**src/rtl/arithmetic_logic_unit_if.sv**
```systemverilog
// Operand/result bundle for the data-processing ALU.
// Signals: a, b (operands), cpsr (NZCV source), opcode (operation select),
//          result, flags (new NZCV), wb (destination write-back enable).
interface arithmetic_logic_unit_if;
  logic [31:0] a;
  logic [31:0] b;
  logic [31:0] cpsr;
  logic [3:0]  opcode;
  logic [31:0] result;
  logic [3:0]  flags;
  logic        wb;

  // Issuer drives operands and samples results.
  modport master (
    output a, b, cpsr, opcode,
    input  result, flags, wb
  );

  // ALU consumes operands and drives registered results.
  modport slave (
    input  a, b, cpsr, opcode,
    output result, flags, wb
  );
endinterface

```
**src/rtl/arithmetic_logic_unit.sv**
```systemverilog
// ARM-style data-processing ALU: 16 opcodes, NZCV generation, write-back flag.
// Latency: 1 cycle (outputs registered); accepts a new operation every cycle.
// Backpressure: none; there is no handshake, every edge captures a result.
// Ports: clk, reset (sync active-high), alu.slave (a, b, cpsr, opcode in;
//        result, flags, wb out).
module arithmetic_logic_unit (
  input  logic                    clk,
  input  logic                    reset,
  arithmetic_logic_unit_if.slave  alu
);

  localparam logic [3:0] OP_AND = 4'd0;
  localparam logic [3:0] OP_EOR = 4'd1;
  localparam logic [3:0] OP_SUB = 4'd2;
  localparam logic [3:0] OP_RSB = 4'd3;
  localparam logic [3:0] OP_ADD = 4'd4;
  localparam logic [3:0] OP_ADC = 4'd5;
  localparam logic [3:0] OP_SBC = 4'd6;
  localparam logic [3:0] OP_RSC = 4'd7;
  localparam logic [3:0] OP_TST = 4'd8;
  localparam logic [3:0] OP_TEQ = 4'd9;
  localparam logic [3:0] OP_CMP = 4'd10;
  localparam logic [3:0] OP_CMN = 4'd11;
  localparam logic [3:0] OP_ORR = 4'd12;
  localparam logic [3:0] OP_MOV = 4'd13;
  localparam logic [3:0] OP_BIC = 4'd14;
  localparam logic [3:0] OP_MVN = 4'd15;

  logic [31:0] result_d, result_q;
  logic [3:0]  flags_d,  flags_q;
  logic        wb_d,     wb_q;

  logic        c_in;
  logic        is_arith;
  logic        is_sub;
  logic        arith_cin;
  logic [31:0] x_op;
  logic [31:0] y_op;
  logic [31:0] y_eff;
  logic [32:0] sum33;
  logic        c_out;
  logic        v_out;

  assign c_in = alu.cpsr[29];

  always_comb begin
    is_arith  = 1'b0;
    is_sub    = 1'b0;
    arith_cin = 1'b0;
    x_op      = alu.a;
    y_op      = alu.b;
    unique case (alu.opcode)
      OP_ADD, OP_CMN: begin is_arith = 1'b1; end
      OP_ADC:         begin is_arith = 1'b1; arith_cin = c_in; end
      OP_SUB, OP_CMP: begin is_arith = 1'b1; is_sub = 1'b1; arith_cin = 1'b1; end
      OP_SBC:         begin is_arith = 1'b1; is_sub = 1'b1; arith_cin = c_in; end
      OP_RSB: begin
        is_arith = 1'b1; is_sub = 1'b1; arith_cin = 1'b1;
        x_op = alu.b; y_op = alu.a;
      end
      OP_RSC: begin
        is_arith = 1'b1; is_sub = 1'b1; arith_cin = c_in;
        x_op = alu.b; y_op = alu.a;
      end
      default: begin end
    endcase
  end

  // Subtraction is x + ~y + cin, so the 33rd bit is directly NOT-borrow.
  assign y_eff = is_sub ? ~y_op : y_op;
  assign sum33 = {1'b0, x_op} + {1'b0, y_eff} + {32'd0, arith_cin};
  assign c_out = sum33[32];
  // Overflow: effective operands agree in sign but the sum's sign differs.
  assign v_out = (x_op[31] == y_eff[31]) && (sum33[31] != x_op[31]);

  always_comb begin
    result_d = 32'd0;
    unique case (alu.opcode)
      OP_AND, OP_TST: result_d = alu.a & alu.b;
      OP_EOR, OP_TEQ: result_d = alu.a ^ alu.b;
      OP_ORR:         result_d = alu.a | alu.b;
      OP_MOV:         result_d = alu.b;
      OP_BIC:         result_d = alu.a & ~alu.b;
      OP_MVN:         result_d = ~alu.b;
      default:        result_d = sum33[31:0];
    endcase

    flags_d[3] = result_d[31];
    flags_d[2] = (result_d == 32'd0);
    // Logical ops leave C and V as they were.
    flags_d[1] = is_arith ? c_out : alu.cpsr[29];
    flags_d[0] = is_arith ? v_out : alu.cpsr[28];

    wb_d = !(alu.opcode inside {OP_TST, OP_TEQ, OP_CMP, OP_CMN});
  end

  always_ff @(posedge clk) begin
    if (reset) begin
      result_q <= 32'd0;
      flags_q  <= 4'b0000;
      wb_q     <= 1'b0;
    end else begin
      result_q <= result_d;
      flags_q  <= flags_d;
      wb_q     <= wb_d;
    end
  end

  assign alu.result = result_q;
  assign alu.flags  = flags_q;
  assign alu.wb     = wb_q;

endmodule

```
**src/flat_wrapper.sv**
```systemverilog
// flat-port wrapper written by rule: the top's interface ports become plain ports
module arithmetic_logic_unit_flat 
  (clk, reset, alu_a, alu_b, alu_cpsr, alu_opcode, alu_result, alu_flags, alu_wb);
  arithmetic_logic_unit_if alu_i ();
  input  logic clk;
  input  logic reset;
  input wire logic [$bits(alu_i.a)-1:0] alu_a;
  input wire logic [$bits(alu_i.b)-1:0] alu_b;
  input wire logic [$bits(alu_i.cpsr)-1:0] alu_cpsr;
  input wire logic [$bits(alu_i.opcode)-1:0] alu_opcode;
  output wire logic [$bits(alu_i.result)-1:0] alu_result;
  output wire logic [$bits(alu_i.flags)-1:0] alu_flags;
  output wire logic [$bits(alu_i.wb)-1:0] alu_wb;
  assign alu_i.a = alu_a;
  assign alu_i.b = alu_b;
  assign alu_i.cpsr = alu_cpsr;
  assign alu_i.opcode = alu_opcode;
  assign alu_result = alu_i.result;
  assign alu_flags = alu_i.flags;
  assign alu_wb = alu_i.wb;
  arithmetic_logic_unit u_core (.clk(clk), .reset(reset), .alu(alu_i));
endmodule
```
**config.mk**
```make
export PLATFORM = sky130hd
export DESIGN_NAME = arithmetic_logic_unit_flat
export DESIGN_NICKNAME = d
export VERILOG_FILES = /design/src/rtl/arithmetic_logic_unit_if.sv /design/src/rtl/arithmetic_logic_unit.sv /design/src/flat_wrapper.sv
export SDC_FILE = /design/constraint.sdc
export NUM_CORES = 1
export LEC_CHECK = 0
export CAP_MARGIN = 20
export CORE_AREA = 8 8 132 122
export CTS_CLUSTER_SIZE = 8
export DETAILED_ROUTE_END_ITERATION = 16
export DIE_AREA = 0 0 140 130
export PLACE_DENSITY_LB_ADDON = 0.05
export SYNTH_ARGS = -nofsm -noshare
export SYNTH_HDL_FRONTEND = slang
export SYNTH_SLANG_ARGS = --single-unit
```
**constraint.sdc**
```tcl
create_clock -name clk -period 6.6 [get_ports clk]
set_clock_uncertainty 0.05 [all_clocks]
set_input_delay 0.99 -clock clk [delete_from_list [all_inputs] [get_ports clk]]
set_output_delay 0.99 -clock clk [all_outputs]
set_load 0.02 [all_outputs]
```
* Word level (Yosys, flattened, before mapping)
Cells that the tools add are included.
Storage, ports and cells: register bits after elaboration 37, output and inout port bits 37
Cells by class: $add $sub $neg 2, eq/ne operators 17, multiplexer cells 9, bitwise logic cells 6, reduce and logical (&&, ||, !) cells 12
Operator list (count):
- $pmux 32 s6 | 1
- $mux 32 | 3
- $and 32x32->32 | 2
- $not 32->32 | 2
- $add 32x32->33 | 1
- $add 33x1->33 | 1
- $eq 4x4->1 const B | 8
- $logic_not 32->1 | 1
- $or 32x32->32 | 1
- $xor 32x32->32 | 1
- $eq 4x3->1 const B | 4
- $eq 4x2->1 const B | 2
- $reduce_or 8->1 | 1
- $reduce_or 2->1 | 3
- $reduce_or 3->1 | 2
- $reduce_or 5->1 | 1
- $eq 4x1->1 const B | 1
- $logic_not 4->1 | 1
- $mux 1 | 4
- $reduce_bool 4->1 | 1
- $pmux 1 s2 | 1
- $eq 1x1->1 | 1
- $logic_and 1x1->1 | 1
- $logic_not 1->1 | 1
- $ne 1x1->1 | 1

* Longest topological paths before layout
depth after elaboration 10, depth in mapped cells 23, gate-level depth less buffers 18

* Least setup slack after synthesis
No wires, ideal clock.
path kind input port to flip-flop, from input port alu_opcode[1], to register u_core.flags_q[2] (netlist: u_core.alu.flags[2]), library setup time 61 ps, arrival 5341 ps, required time 6489 ps, path slack 1148 ps, stages on the path 19, buffers on the path 5, cells stage by stage buf_4 > buf_2 > buf_1 > buf_1 > o21ai_1 > clkbuf_1 > xor2_1 > fa_1 > fa_1 > a211oi_2 > o211ai_1 > a31oi_2 > o21ai_2 > xor2_1 > a211oi_1 > nor3b_1 > nand4_1 > nor4_1 > and4_1
Between the ends: longest elaborated chain between the ends 9
RTL lines:
- start, declared | RTL line flat_wrapper.sv:10 | input wire logic [$bits(alu_i.opcode)-1:0] alu_opcode;
- $eq 4x2->1 or $eq 4x3->1 (tied branches) | RTL line arithmetic_logic_unit.sv:52 | unique case (alu.opcode)
- $reduce_or 2->1 (no line)
- $mux 32 | RTL line arithmetic_logic_unit.sv:52
- $not 32->32 | RTL line arithmetic_logic_unit.sv:70 | assign y_eff = is_sub ? ~y_op : y_op;
- $mux 32 | RTL line arithmetic_logic_unit.sv:70
- $add 32x32->33 | RTL line arithmetic_logic_unit.sv:71 | assign sum33 = {1'b0, x_op} + {1'b0, y_eff} + {32'd0, arith_cin};
- $add 33x1->33 | RTL line arithmetic_logic_unit.sv:71
- $pmux 32 s6 (*) | RTL line arithmetic_logic_unit.sv:78 | unique case (alu.opcode)
- $logic_not 32->1 (*) | RTL line arithmetic_logic_unit.sv:89 | flags_d[2] = (result_d == 32'd0);
- end signal, assigned | RTL line arithmetic_logic_unit.sv:104 | flags_q <= flags_d;
- end, declared | RTL line arithmetic_logic_unit.sv:30 | logic [3:0] flags_d, flags_q;
Every way passes the cells marked *; elsewhere a longest branch is shown, timed or not. A chain may end at the register's enable or synchronous reset.

* Worst setup path after layout
from input port alu_opcode[0], to register u_core.flags_q[2] (netlist: u_core.alu.flags[2])
Same word-level chain as after synthesis.

==> out/qor.txt <==
number of cells on the worst hold path: 4
total clock sinks: 36
HPWL after DPL: 17.0 mm
global router's overall resource usage: 23.7%
post-synthesis to final-layout area growth: 22.5%
Sw Ratio: 45.0%
total wire length after detailed routing: 22.5 mm
list of most frequent post-synthesis cells: sky130_fd_sc_hd__nor2_1 (102), sky130_fd_sc_hd__a21oi_1 (100), sky130_fd_sc_hd__nand2_1 (85)
combined area of the multi-input logic cells: 4840 um^2
clock root buffer: sky130_fd_sc_hd__clkbuf_16
Setup Slack @ Placement: 0.726 ns
worst setup path startpoint: alu_opcode[0]
count of TritonRoute iterations in the first routing pass: 5
Synth cell types: 74
WP depth: 20
post-layout worst setup margin: 0.996 ns
share of layout cells above drive strength 1: 6.01%
synth top area cells: sky130_fd_sc_hd__ha_1 (13%), sky130_fd_sc_hd__dfxtp_1 (12%), sky130_fd_sc_hd__a21oi_1 (8.2%)
uppermost signal routing layer after detailed routing: met4
post-synthesis net count: 1,071
Crit. End Element: flip-flop
via count of the routed design: 7,036
drc violations: 0
Clock power frac: 16.1%
area share of the leading cell type in the synthesized netlist: 13.0%
final count of negative-setup-slack endpoints: 0
routed wl met2: 9.82 mm
count of nets left with antenna violations after detail routing: 0
max-cap check violation count: 0
portion of the post-synthesis area used by sequential elements: 11.9%
initial core utilization: 44.2%
unrepaired setup endpoints after global routing: no
Max H-tree Level: 2
Synth Register Bits: 36
number of hold-slack violations in the final timing report: 0
number of gates resized after CTS: 0
most used standard cell by instance count after synthesis: sky130_fd_sc_hd__nor2_1
vias in the first global route: 6,666
Congestion Overflow GR: 0
met3 wire length: 1.70 mm
number of fill cells in the layout: 1,332
category of the critical setup timing path: in -> reg
die outline height: 130 um
largest voltage drop on the vdd net: 0.000114 V
count of antenna diodes in the layout: 0
Bufs on Longest Clock Path: 2
ys async rst share: 0%
drt first-iter violations: 695
post-CTS clock slew at the launch and capture registers of the worst setup and hold paths: 0.05 ns
routed via count divided by cell count: 6.10
post-layout utilization of the core: 54.1%
buffer and inverter count on the worst path: 3
clock tree from TritonCTS: done
maximum clock frequency: 0.178 GHz
routed metal-1 wirelength: 10.6 mm
Lkg Pwr: 3.19 nW
count of standard-cell rows: 41
Yosys top cell by area: sky130_fd_sc_hd__ha_1
number of primary I/O pins: 139
initial antenna violation count: 0
Warnings, synthesis: 0
slowest library cell on the worst path: sky130_fd_sc_hd__clkdlybuf4s50_1
internal power: 0.782 mW
max-slew violation count: 0
CP Cell Sequence: clkdlybuf4s50_1 -> inv_1 -> nor2_1 -> nand2_4 -> nor2_1 -> a21oi_1 -> xor2_1 -> fa_1 -> fa_1 -> a211oi_2 -> o211ai_1 -> a31oi_2 -> o21ai_2 -> xor2_1 -> a211oi_1 -> buf_4 -> nor3b_1 -> nand4_1 -> nor4_1 -> and4_1
TritonCTS buffer count: 5
Post-Synthesis Mean Instance Area: 6.72 um^2
crit path launch type: input port
number of cells produced by synthesis: 904
maximum number of pins on one net before global-route repair: 69
hold buffer count at cts: 0
slowest stage delay, CP: 0.64 ns
floorplan die area: 18,200 um^2
global-route wire length before repair: 34.9 mm
portion of the clock cycle consumed by the worst path in the final layout: 84.9%
Rel. slew slack: 48.8%
placer's final routability congestion estimate: 0.933
Fin Setup TNS: 0 ns
CP max FO: 7
count of flip-flops with a built-in enable after synthesis: 0
count of input and output buffers: 108
switching component of the power: 0.639 mW
worst path arrival time: 5.78 ns
Reg area: 721 um^2
worst hold path class: in -> reg
DIE WIDTH: 140 um
Post-CTS Setup Repair Bufs: 0
hold path startpoint: alu_opcode[1]
combinational cell fraction of total power: 65.5%
nets: 1,148
Top Family by Delay on Critical Path: compound AO/OA/AOI/OAI gates
outcome: finished clean
actual slew at the worst max-slew pin: 0.766 ns
required time worst endpoint: 6.77 ns
area of the core: 13,700 um^2
pwr/cell area: 191 nW/um^2
per-cell routed wire length: 19.5 um
Most used DFF post-synth: sky130_fd_sc_hd__dfxtp_1
Synth Cell Area: 6070 um^2
sequential cell fraction of total power: 18.4%
total instance count after detailed placement: 1,145
final worst path period need: 5.60 ns
non-filler instance count after layout: 1,154
-- power by group through the flow --
stage	clock network, mW	logic, mW	registers [mW]
after detailed placement	0	0.912	0.267
after global placement	0	0.902	0.266
final	0.228	0.931	0.262
after global routing	0.241	1.01	0.265
after floorplan	0	0.550	0.313
after CTS	0.233	0.917	0.263
-- registers in the layout, indices dropped and copies added, names as in the netlist --
signal,cells
u_core.alu.flags,3
u_core.alu.result,32
u_core.alu.wb,1
-- worst min-delay path: cells and delay by family --
kind            cells  cell delay [ns]
compound gates      1             0.13
simple gates        2             0.20
buf+inv             1             0.15
-- layout by cell type, fill, tap and decap left out, types with 14 or more instances in the layout --
master	count
sky130_fd_sc_hd__o211ai_1	14
sky130_fd_sc_hd__a22oi_1	18
sky130_fd_sc_hd__ha_1	63
sky130_fd_sc_hd__buf_4	22
sky130_fd_sc_hd__nor2_1	102
sky130_fd_sc_hd__dfxtp_1	36
sky130_fd_sc_hd__a21oi_1	100
sky130_fd_sc_hd__inv_1	71
sky130_fd_sc_hd__nand3_1	20
sky130_fd_sc_hd__xor2_1	39
sky130_fd_sc_hd__o21ai_0	73
sky130_fd_sc_hd__nand2_1	84
sky130_fd_sc_hd__nor2b_1	22
sky130_fd_sc_hd__clkdlybuf4s50_1	107
sky130_fd_sc_hd__xnor2_1	18
-- kinds of logic after synthesis --
kind of cell	after synthesis	synth area share, %
buffers and inverters	132	8.96
and+or+nand+nor	285	21.3
AOI/OAI and AO/OA	320	34.6
DFF	36	11.9
muxes	9	1.48
xor gates and xnor gates	57	8.22
adders and majority gates	65	13.6
-- metrics by stage --
| step | total power [mW] | cell area [um^2] | hold WS (ns) |
|---|---|---|---|
| after floorplan | 0.863 | 6070 | 1.08 |
| after global placement | 1.17 | 7280 | 1.47 |
| after detailed placement | 1.18 | 7280 | 1.47 |
| after CTS | 1.41 | 7430 | 1.18 |
| after global routing | 1.52 | 7440 | 1.22 |
| final | 1.42 | 7440 | 1.19 |
-- worst paths after layout --
| check | endpoint | slack, ns |
|---|---|---|
| setup / recovery | u_core.alu.flags[2] | 1.0 |
| hold / removal | u_core.alu.result[0] | 1.19 |
-- cell type report --
| cell class | instances | area share, % |
|---|---|---|
| timing repair buffer | 131 | 16.8 |
| clock inverter | 2 | 0.135 |
| inverter | 71 | 3.58 |
| tap | 172 | 2.89 |
| sequential | 36 | 9.69 |
| multi-input combinational | 736 | 65.0 |
| clock buffer | 6 | 1.87 |
-- layer usage --
metal / vias to the layer above / global-route usage, %
met5: - / 0
met3: 36 / 3.50
met1: 3296 / 32.3
met2: 305 / 37.9
met4: 0 / 7.46
li1: 3399 / -
Note: power is estimated with default switching activity, not from simulation.
